--- config.mk ---
export PLATFORM = sky130hd
export DESIGN_NAME = jesd_stream_unflattener_128_32
export DESIGN_NICKNAME = d
export VERILOG_FILES = /design/src/rtl/jesd_tx_pkg.sv /design/src/rtl/jesd_tx_word_buffer.sv /design/src/rtl/jesd_stream_unflattener_128_32.sv
export SDC_FILE = /design/constraint.sdc
export NUM_CORES = 1
export LEC_CHECK = 0
export CORE_MARGIN = 2
export CORE_UTILIZATION = 50
export CTS_CLUSTER_SIZE = 16
export DETAILED_ROUTE_END_ITERATION = 7
export MAX_ROUTING_LAYER = met4
export PLACE_DENSITY = 0.74
export SLEW_MARGIN = 20
export SYNTH_ARGS = -nofsm -noshare
export SYNTH_HDL_FRONTEND = slang
export SYNTH_HIERARCHICAL = 1
export SYNTH_SLANG_ARGS = --single-unit
--- constraint.sdc ---
create_clock -name aclk -period 18.2 [get_ports aclk]
set_input_delay 3.64 -clock aclk [delete_from_list [all_inputs] [get_ports aclk]]
set_output_delay 3.64 -clock aclk [all_outputs]
set_load 0.02 [all_outputs]
--- src/rtl/jesd_tx_pkg.sv ---
// Shared lane geometry, filler value and JESD204C byte-order helper for the TX unflattener.
package jesd_tx_pkg;

   localparam int LANES_PER_WORD = 4;
   localparam int LANE_W         = 32;
   localparam logic [LANE_W-1:0] FILLER_LANE = 32'h0;

   typedef logic [1:0] lane_idx_t;

   // Byte swap inside each 16-bit half; the halves keep their positions.
   function automatic logic [LANE_W-1:0] swap16(input logic [LANE_W-1:0] lane);
      return {lane[23:16], lane[31:24], lane[7:0], lane[15:8]};
   endfunction

endpackage

--- src/rtl/jesd_tx_word_buffer.sv ---
// Two-entry word FIFO in front of the lane serializer; no fall-through when full.
module jesd_tx_word_buffer
   import jesd_tx_pkg::*;
#(
   parameter int W = LANE_W * LANES_PER_WORD
) (
   input  logic         clk,
   input  logic         rst_n,
   input  logic         push,
   input  logic         pop,
   input  logic [W-1:0] din,
   output logic [W-1:0] head,
   output logic [1:0]   cnt,
   output logic         full,
   output logic         empty
);

   logic [W-1:0] r_mem [0:1];
   logic         r_wr_ptr;
   logic         r_rd_ptr;
   logic [1:0]   r_cnt;

   always_ff @(posedge clk or negedge rst_n) begin
      if (!rst_n) begin
         r_wr_ptr <= 1'b0;
         r_rd_ptr <= 1'b0;
         r_cnt    <= 2'd0;
      end else begin
         if (push) r_wr_ptr <= ~r_wr_ptr;
         if (pop)  r_rd_ptr <= ~r_rd_ptr;
         case ({push, pop})
            2'b10:   r_cnt <= r_cnt + 2'd1;
            2'b01:   r_cnt <= r_cnt - 2'd1;
            default: r_cnt <= r_cnt;
         endcase
      end
   end

   // Storage is data only; occupancy is tracked by the pointers and count.
   always_ff @(posedge clk) begin
      if (push) r_mem[r_wr_ptr] <= din;
   end

   assign head  = r_mem[r_rd_ptr];
   assign cnt   = r_cnt;
   assign full  = (r_cnt == 2'd2);
   assign empty = (r_cnt == 2'd0);

endmodule

--- src/rtl/jesd_stream_unflattener_128_32.sv ---
// 128-bit AXI-Stream to 32-bit JESD204C TX lane serializer with filler/underflow reporting.
// Optional saturating underflow counter enabled by JESD_TX_UNDERFLOW_CNT_EN.
module jesd_stream_unflattener_128_32
   import jesd_tx_pkg::*;
#(
   parameter int IN_W  = 128,
   parameter int OUT_W = 32
) (
   input  logic             aclk,
   input  logic             aresetn,
   input  logic [IN_W-1:0]  s_axis_tdata,
   input  logic             s_axis_tvalid,
   output logic             s_axis_tready,
   output logic [OUT_W-1:0] m_axis_tdata,
   input  logic             m_axis_tready,
   output logic             underflow
`ifdef JESD_TX_UNDERFLOW_CNT_EN
   ,
   output logic [31:0]      underflow_count,
   input  logic             underflow_clr
`endif
);

   logic [IN_W-1:0]  w_head;
   logic [1:0]       w_cnt;
   logic             w_full;
   logic             w_empty;
   logic             w_push;
   logic             w_pop;
   logic             w_advance;
   logic [OUT_W-1:0] w_lane;

   logic [OUT_W-1:0] r_lane;
   logic             r_filler;
   lane_idx_t        r_idx;
   logic             r_underflow;

   assign s_axis_tready = (w_cnt != 2'd2);
   assign w_push        = s_axis_tvalid && !w_full;
   // A filler lane is never held, so the register refills as soon as data exists.
   assign w_advance     = m_axis_tready || r_filler;
   assign w_pop         = w_advance && !w_empty && (r_idx == 2'd3);
   assign w_lane        = w_head[r_idx*OUT_W +: OUT_W];

   jesd_tx_word_buffer #(
      .W     (IN_W)
   ) u_buf (
      .clk   (aclk),
      .rst_n (aresetn),
      .push  (w_push),
      .pop   (w_pop),
      .din   (s_axis_tdata),
      .head  (w_head),
      .cnt   (w_cnt),
      .full  (w_full),
      .empty (w_empty)
   );

   always_ff @(posedge aclk or negedge aresetn) begin
      if (!aresetn) begin
         r_lane      <= FILLER_LANE;
         r_filler    <= 1'b1;
         r_idx       <= '0;
         r_underflow <= 1'b0;
      end else begin
         r_underflow <= m_axis_tready && r_filler;
         if (w_advance) begin
            if (!w_empty) begin
               r_lane   <= swap16(w_lane);
               r_filler <= 1'b0;
               r_idx    <= r_idx + 2'd1;
            end else begin
               r_lane   <= FILLER_LANE;
               r_filler <= 1'b1;
            end
         end
      end
   end

   assign m_axis_tdata = r_lane;
   assign underflow    = r_underflow;

`ifdef JESD_TX_UNDERFLOW_CNT_EN
   logic [31:0] r_uf_cnt;

   always_ff @(posedge aclk or negedge aresetn) begin
      if (!aresetn) begin
         r_uf_cnt <= 32'd0;
      end else if (underflow_clr) begin
         r_uf_cnt <= 32'd0;
      end else if (r_underflow && (r_uf_cnt != 32'hFFFF_FFFF)) begin
         r_uf_cnt <= r_uf_cnt + 32'd1;
      end
   end

   assign underflow_count = r_uf_cnt;
`endif

endmodule

Word-level counts from Yosys, hierarchy flattened:

Memories as Yosys holds them, arrays and structs flattened.
Cells that the tools add are included.

* memories kept: 1
* word-level logic and storage cells: 35
* output and inout port bits: 34
* flip-flop bits (word level): 40
* RAM bits: 256

* equal/unequal tests: 5
* add/subtract/negate cells: 3
* bitwise logic cells: 3
* reduce and logical (&&, ||, !) cells: 10
* multiplexer cells: 5
* shift-type cells: 1

Memory list
* u_buf.r_mem: words 2, width 128, read ports 1, clocked after memory_dff 0, wr ports 1, line jesd_tx_word_buffer.sv:18 `logic [W-1:0] r_mem [0:1];`

Operators with widths (number)
* indexed part select 128 x 8 -> 32 bit: 1
* two-way mux 32 bit: 1
* == test 2 bit, second input constant: 3
* adder 2 x 1 -> 2 bit, second input constant: 2
* logical AND 1 bit: 4
* case mux 2 bit (2 select lines): 1
* two-way mux 1 bit: 3
* inverter 1 bit: 3
* == test 2 x 1 -> 1 bit, second input constant: 1
* logical NOT 1 bit: 2
* logical NOT 2 bit: 1
* inequality test 2 bit, second input constant: 1
* AND reduction 2 bit: 1
* nonzero test 2 bit: 1
* subtractor 2 x 1 -> 2 bit, second input constant: 1
* logical OR 1 bit: 1

Longest topological paths before layout:

* depth after elaboration: 6
* depth in mapped cells: 9
* depth with buffers taken out: 7

Hierarchy:

The synthesis kept the hierarchy.

Modules (own cells, without submodules)
* jesd_tx_word_buffer: sequential area each 7787.5 um^2, area each 9464.1 um^2, times used 1, cells each 414
* jesd_stream_unflattener_128_32: sequential area each 902.1 um^2, area each 2110.8 um^2, times used 1, cells each 125

Worst setup path before layout:

No wires, ideal clock.

* path kind: in2reg
* start point: input s_axis_tvalid
* end point: memory u_buf/r_mem[0][0] in the netlist's numbering (enable)
* setup time: 0.616 ns
* slack: 8.349 ns
* buffers on the path: 0
* stages on the path: 3
* arrival: 9.235 ns
* cells stage by stage: nor2b_1 > inv_1 > nor2_1

* longest elaborated chain between the ends: 3

Ends and longest elaborated chain
* start, declared: line jesd_stream_unflattener_128_32.sv:12 `input logic s_axis_tvalid,`
* logical AND 1 bit: line jesd_stream_unflattener_128_32.sv:39 `assign w_push = s_axis_tvalid && !w_full;`
* two-way mux 1 bit: line jesd_tx_word_buffer.sv:41 `if (push) r_mem[r_wr_ptr] <= din;`
* two-way mux 1 bit (implied by the code): line jesd_tx_word_buffer.sv:41
* end, declared: line jesd_tx_word_buffer.sv:18

Every way passes these cells.

Worst setup path in the final report:

* start point: input s_axis_tvalid
* end point: memory u_buf/r_mem[0][2] in the netlist's numbering (enable)

* longest elaborated chain between the ends: 3

Ends and longest elaborated chain
* logical AND 1 bit: line jesd_stream_unflattener_128_32.sv:39
* net w_push: line jesd_stream_unflattener_128_32.sv:28 `logic w_push;`
* two-way mux 1 bit: line jesd_tx_word_buffer.sv:41
* two-way mux 1 bit (implied by the code): line jesd_tx_word_buffer.sv:41

The timed path passes the listed nets, and every way through them passes these cells.

==> metrics.csv <==
stage,metric,value,unit
worst_setup_path,CP Class,primary input to flop,
cells_and_area,Fillers,1578,
power_and_ir_drop,Peak VDD IR,0.00009140,V
sta,Final Hold Vio Count,0,
clocking,CTS Hold Buffers Added,0,
sta,Worst Max-Slew Pin Slew,1.074,ns
detailed_routing,wire length per cell,21.18,um
worst_setup_path,Setup crit start kind,primary input,
detailed_routing,drt total wl,21.63,mm
detailed_routing,number of detailed-route iterations in the first pass,4,
synthesis,"EDFF count, synth",256,
clocking,CTS Sinks,296,
placement,port buffer count,165,
grt,grt ovf,0,
cells_and_area,Multi-input gate area,2629,um2
synthesis,Synth Flop Type,edfxtp_1,
synthesis,Post-Syn Nets,673,
cells_and_area,design area,14330,um2
die,top-level port count,166,
detailed_routing,Remaining DRCs,0,
synthesis,most frequent cell after synthesis,edfxtp_1,
synthesis,ranking of synthesized cells by area,"edfxtp_1, mux2_2, dfrtp_1, mux4_2, a22o_1",
sta,skew final,0.007534,ns
detailed_routing,Iter 0 DRT Violations,327,
worst_setup_path,CP endpoint kind,flop,
grt,all-layer global routing usage,18.38,%
synthesis,"Async S/R FF share, synth",13.51,%
clocking,clk buf depth,3,
sta,RSZ-0062 raised after global routing,no,
sta,relative slew slack,28.26,%
worst_setup_path,"Arr. time, crit path",6.14,ns
detailed_routing,vias per cell,5.450,
sta,Tmin final,5.989,ns
worst_hold_path,worst hold path class,flop to flop,
synthesis,sequential fraction of the synthesis area,75.07,%
synthesis,Synth top cells by count,"edfxtp_1, mux2_2, dfrtp_1",
worst_setup_path,Max Fanout on Critical Path,68,
worst_setup_path,RR Startpoint,u_buf/r_rd_ptr$_DFFE_PN0P_,
synthesis,post-synthesis cell count,539,
cells_and_area,Sequential cell area,8696,um2
grt,initial antenna violation count,1,
synthesis,Synth top area share,66.41,%
grt,vias in the first global route,6003,
placement,routability cong.,0.7418,
die,Die H,156.2,um
synthesis,largest area contributor in the netlist,edfxtp_1,
clocking,TritonCTS buffer count,30,
clocking,root buffer cell,clkbuf_16,
worst_setup_path,Critical Path RT,18.35,ns
clocking,Worst-Skew Late Latency,0.53,ns
power_and_ir_drop,pwr dens,159.6,nW/um2
sta,total negative slack,0,ns
synthesis,Mapped Area,11570,um2
worst_setup_path,crit path launch,s_axis_tvalid,
synthesis,Yosys cell types,20,
flow_run,max_cap viols,0,
synthesis,synthesis-stage register bit count,296,
clocking,TritonCTS clock tree,built,
cells_and_area,Area growth syn-to-layout,23.76,%
cells_and_area,Layout Nets,846,
detailed_routing,Post-DRT Antenna Nets,0,
status,run status,"complete, no violations",
placement,DP HPWL,13.02,mm
clocking,clk slew on worst S/H paths,0.06,ns
sta,Fmax,167.0,MHz
cells_and_area,fraction of layout cells with a size suffix above 1,29.25,%
die,die area,24380,um2
die,Initial Utilization,50.97,%
detailed_routing,Via Count,5564,
synthesis,synthesized area per cell,21.47,um2
grt,first-pass GRT wire length,33.18,mm
sta,period utilization,32.91,%
clocking,CTS H-tree depth,1,
synthesis,YS warnings,6,
sta,Final Max Slew Viols,0,
die,core area,22710,um2
worst_hold_path,Hold Path Origin,m_axis_tdata[3]$_DFFE_PN0P_,
placement,"Cell Area, Placed",13370,um2
sta,endpoints failing setup,0,
grt,largest net degree at the start of global routing,70,
power_and_ir_drop,Lkg Pwr,4.934,nW
clocking,Post-CTS Setup Inserts,0,
die,Chip Width,156.2,um
clocking,post-CTS sizing,0,
die,row count,55,
==> critical path, cell delays in order <==
cell	delay, ns
clkdlybuf4s50_1	0.45
nor2b_1	0.25
inv_1	0.13
nor2_4	0.10
buf_4	0.63
buf_4	0.83
==> flip-flops by register name, indices dropped and copies added, names as in the netlist <==
register,flops
u_buf/r_mem,256
m_axis_tdata,32
r_idx,2
u_buf/cnt,2
r_filler,1
u_buf/r_rd_ptr,1
u_buf/r_wr_ptr,1
underflow,1
==> logic make-up (layout without fill, tap and decap cells) <==
kind of cell               count (synthesis)  count (layout)  synth area share [%]
AOI/OAI and AO/OA                         33              33                 2.508
DFF                                      296             296                 75.07
muxes                                    161             161                 18.87
adders and majority gates                  2               2                0.2162
buffers and inverters                     30             226                 2.367
xor gates and xnor gates                   6               6                0.4540
and+or+nand+nor                           11              11                0.5081
other                                      0               1                     0
==> cells in the final DEF, fill, tap and decap left out, drive strengths merged, types with 2 or more instances in the layout <==
cell	count
a22o	32
and2	3
buf	6
clkbuf	49
clkdlybuf4s50	164
clkinv	6
dfrtp	39
edfxtp	256
ha	2
mux2	129
mux4	32
nor2	4
nor2b	3
xnor2	2
xor2	4
==> cell type report <==
cell class | count | share of cell area [%]
clock inverter | 6 | 0.1922
inverter | 1 | 0.02620
timing repair buffer | 170 | 11.77
sequential | 296 | 60.70
antenna | 1 | 0.01747
clock buffer | 49 | 6.446
tap | 285 | 2.489
multi-input combinational | 213 | 18.35
==> layer usage <==
metal / share of wire, % / GRT usage (%)
met1: 42 / 23.58
met2: 52 / 31.31
met3: 4.7 / 2.889
met4: 1.3 / 4.238
met5: 0 / -
==> report_power, final <==
group	switching (mW)	internal [mW]	total (mW)
sequential	0.113	0.939	1.05
clock	0.236	0.343	0.579
combinational	0.283	0.372	0.655
total	0.631	1.65	2.29
==> final timing paths <==
check / to / slack [ns] / cells after the start
setup / recovery: u_buf/r_mem[0][2]$_DFFE_PP_ / 12.21 / 6
hold / removal: m_axis_tdata[3]$_DFFE_PN0P_ / 0.51 / 1
setup reg to reg: m_axis_tdata[13]$_DFFE_PN0P_ / 15.10 / 4
hold reg to reg: m_axis_tdata[3]$_DFFE_PN0P_ / 0.51 / 1
max in group asynchronous: u_buf/r_rd_ptr$_DFFE_PN0P_ / 14.61 / 1
min in group asynchronous: m_axis_tdata[25]$_DFFE_PN0P_ / 3.12 / 1
==> through the flow <==
stage | power, mW | utilization, % | instances | hold slack [ns] | worst slack (ns)
floorplan | 1.565 | - | 539 | 0.4555 | 8.349
global placement | 1.703 | 58.87 | 965 | 0.4928 | 11.76
detailed placement | 1.729 | 58.88 | 965 | 0.4993 | 11.65
CTS | 2.311 | 63.07 | 1020 | 0.5126 | 12.21
global route | 2.394 | 63.08 | 1021 | 0.5380 | 12.03
finish | 2.286 | 63.08 | 1021 | 0.5092 | 12.21
(Power assumes the default switching activity.)
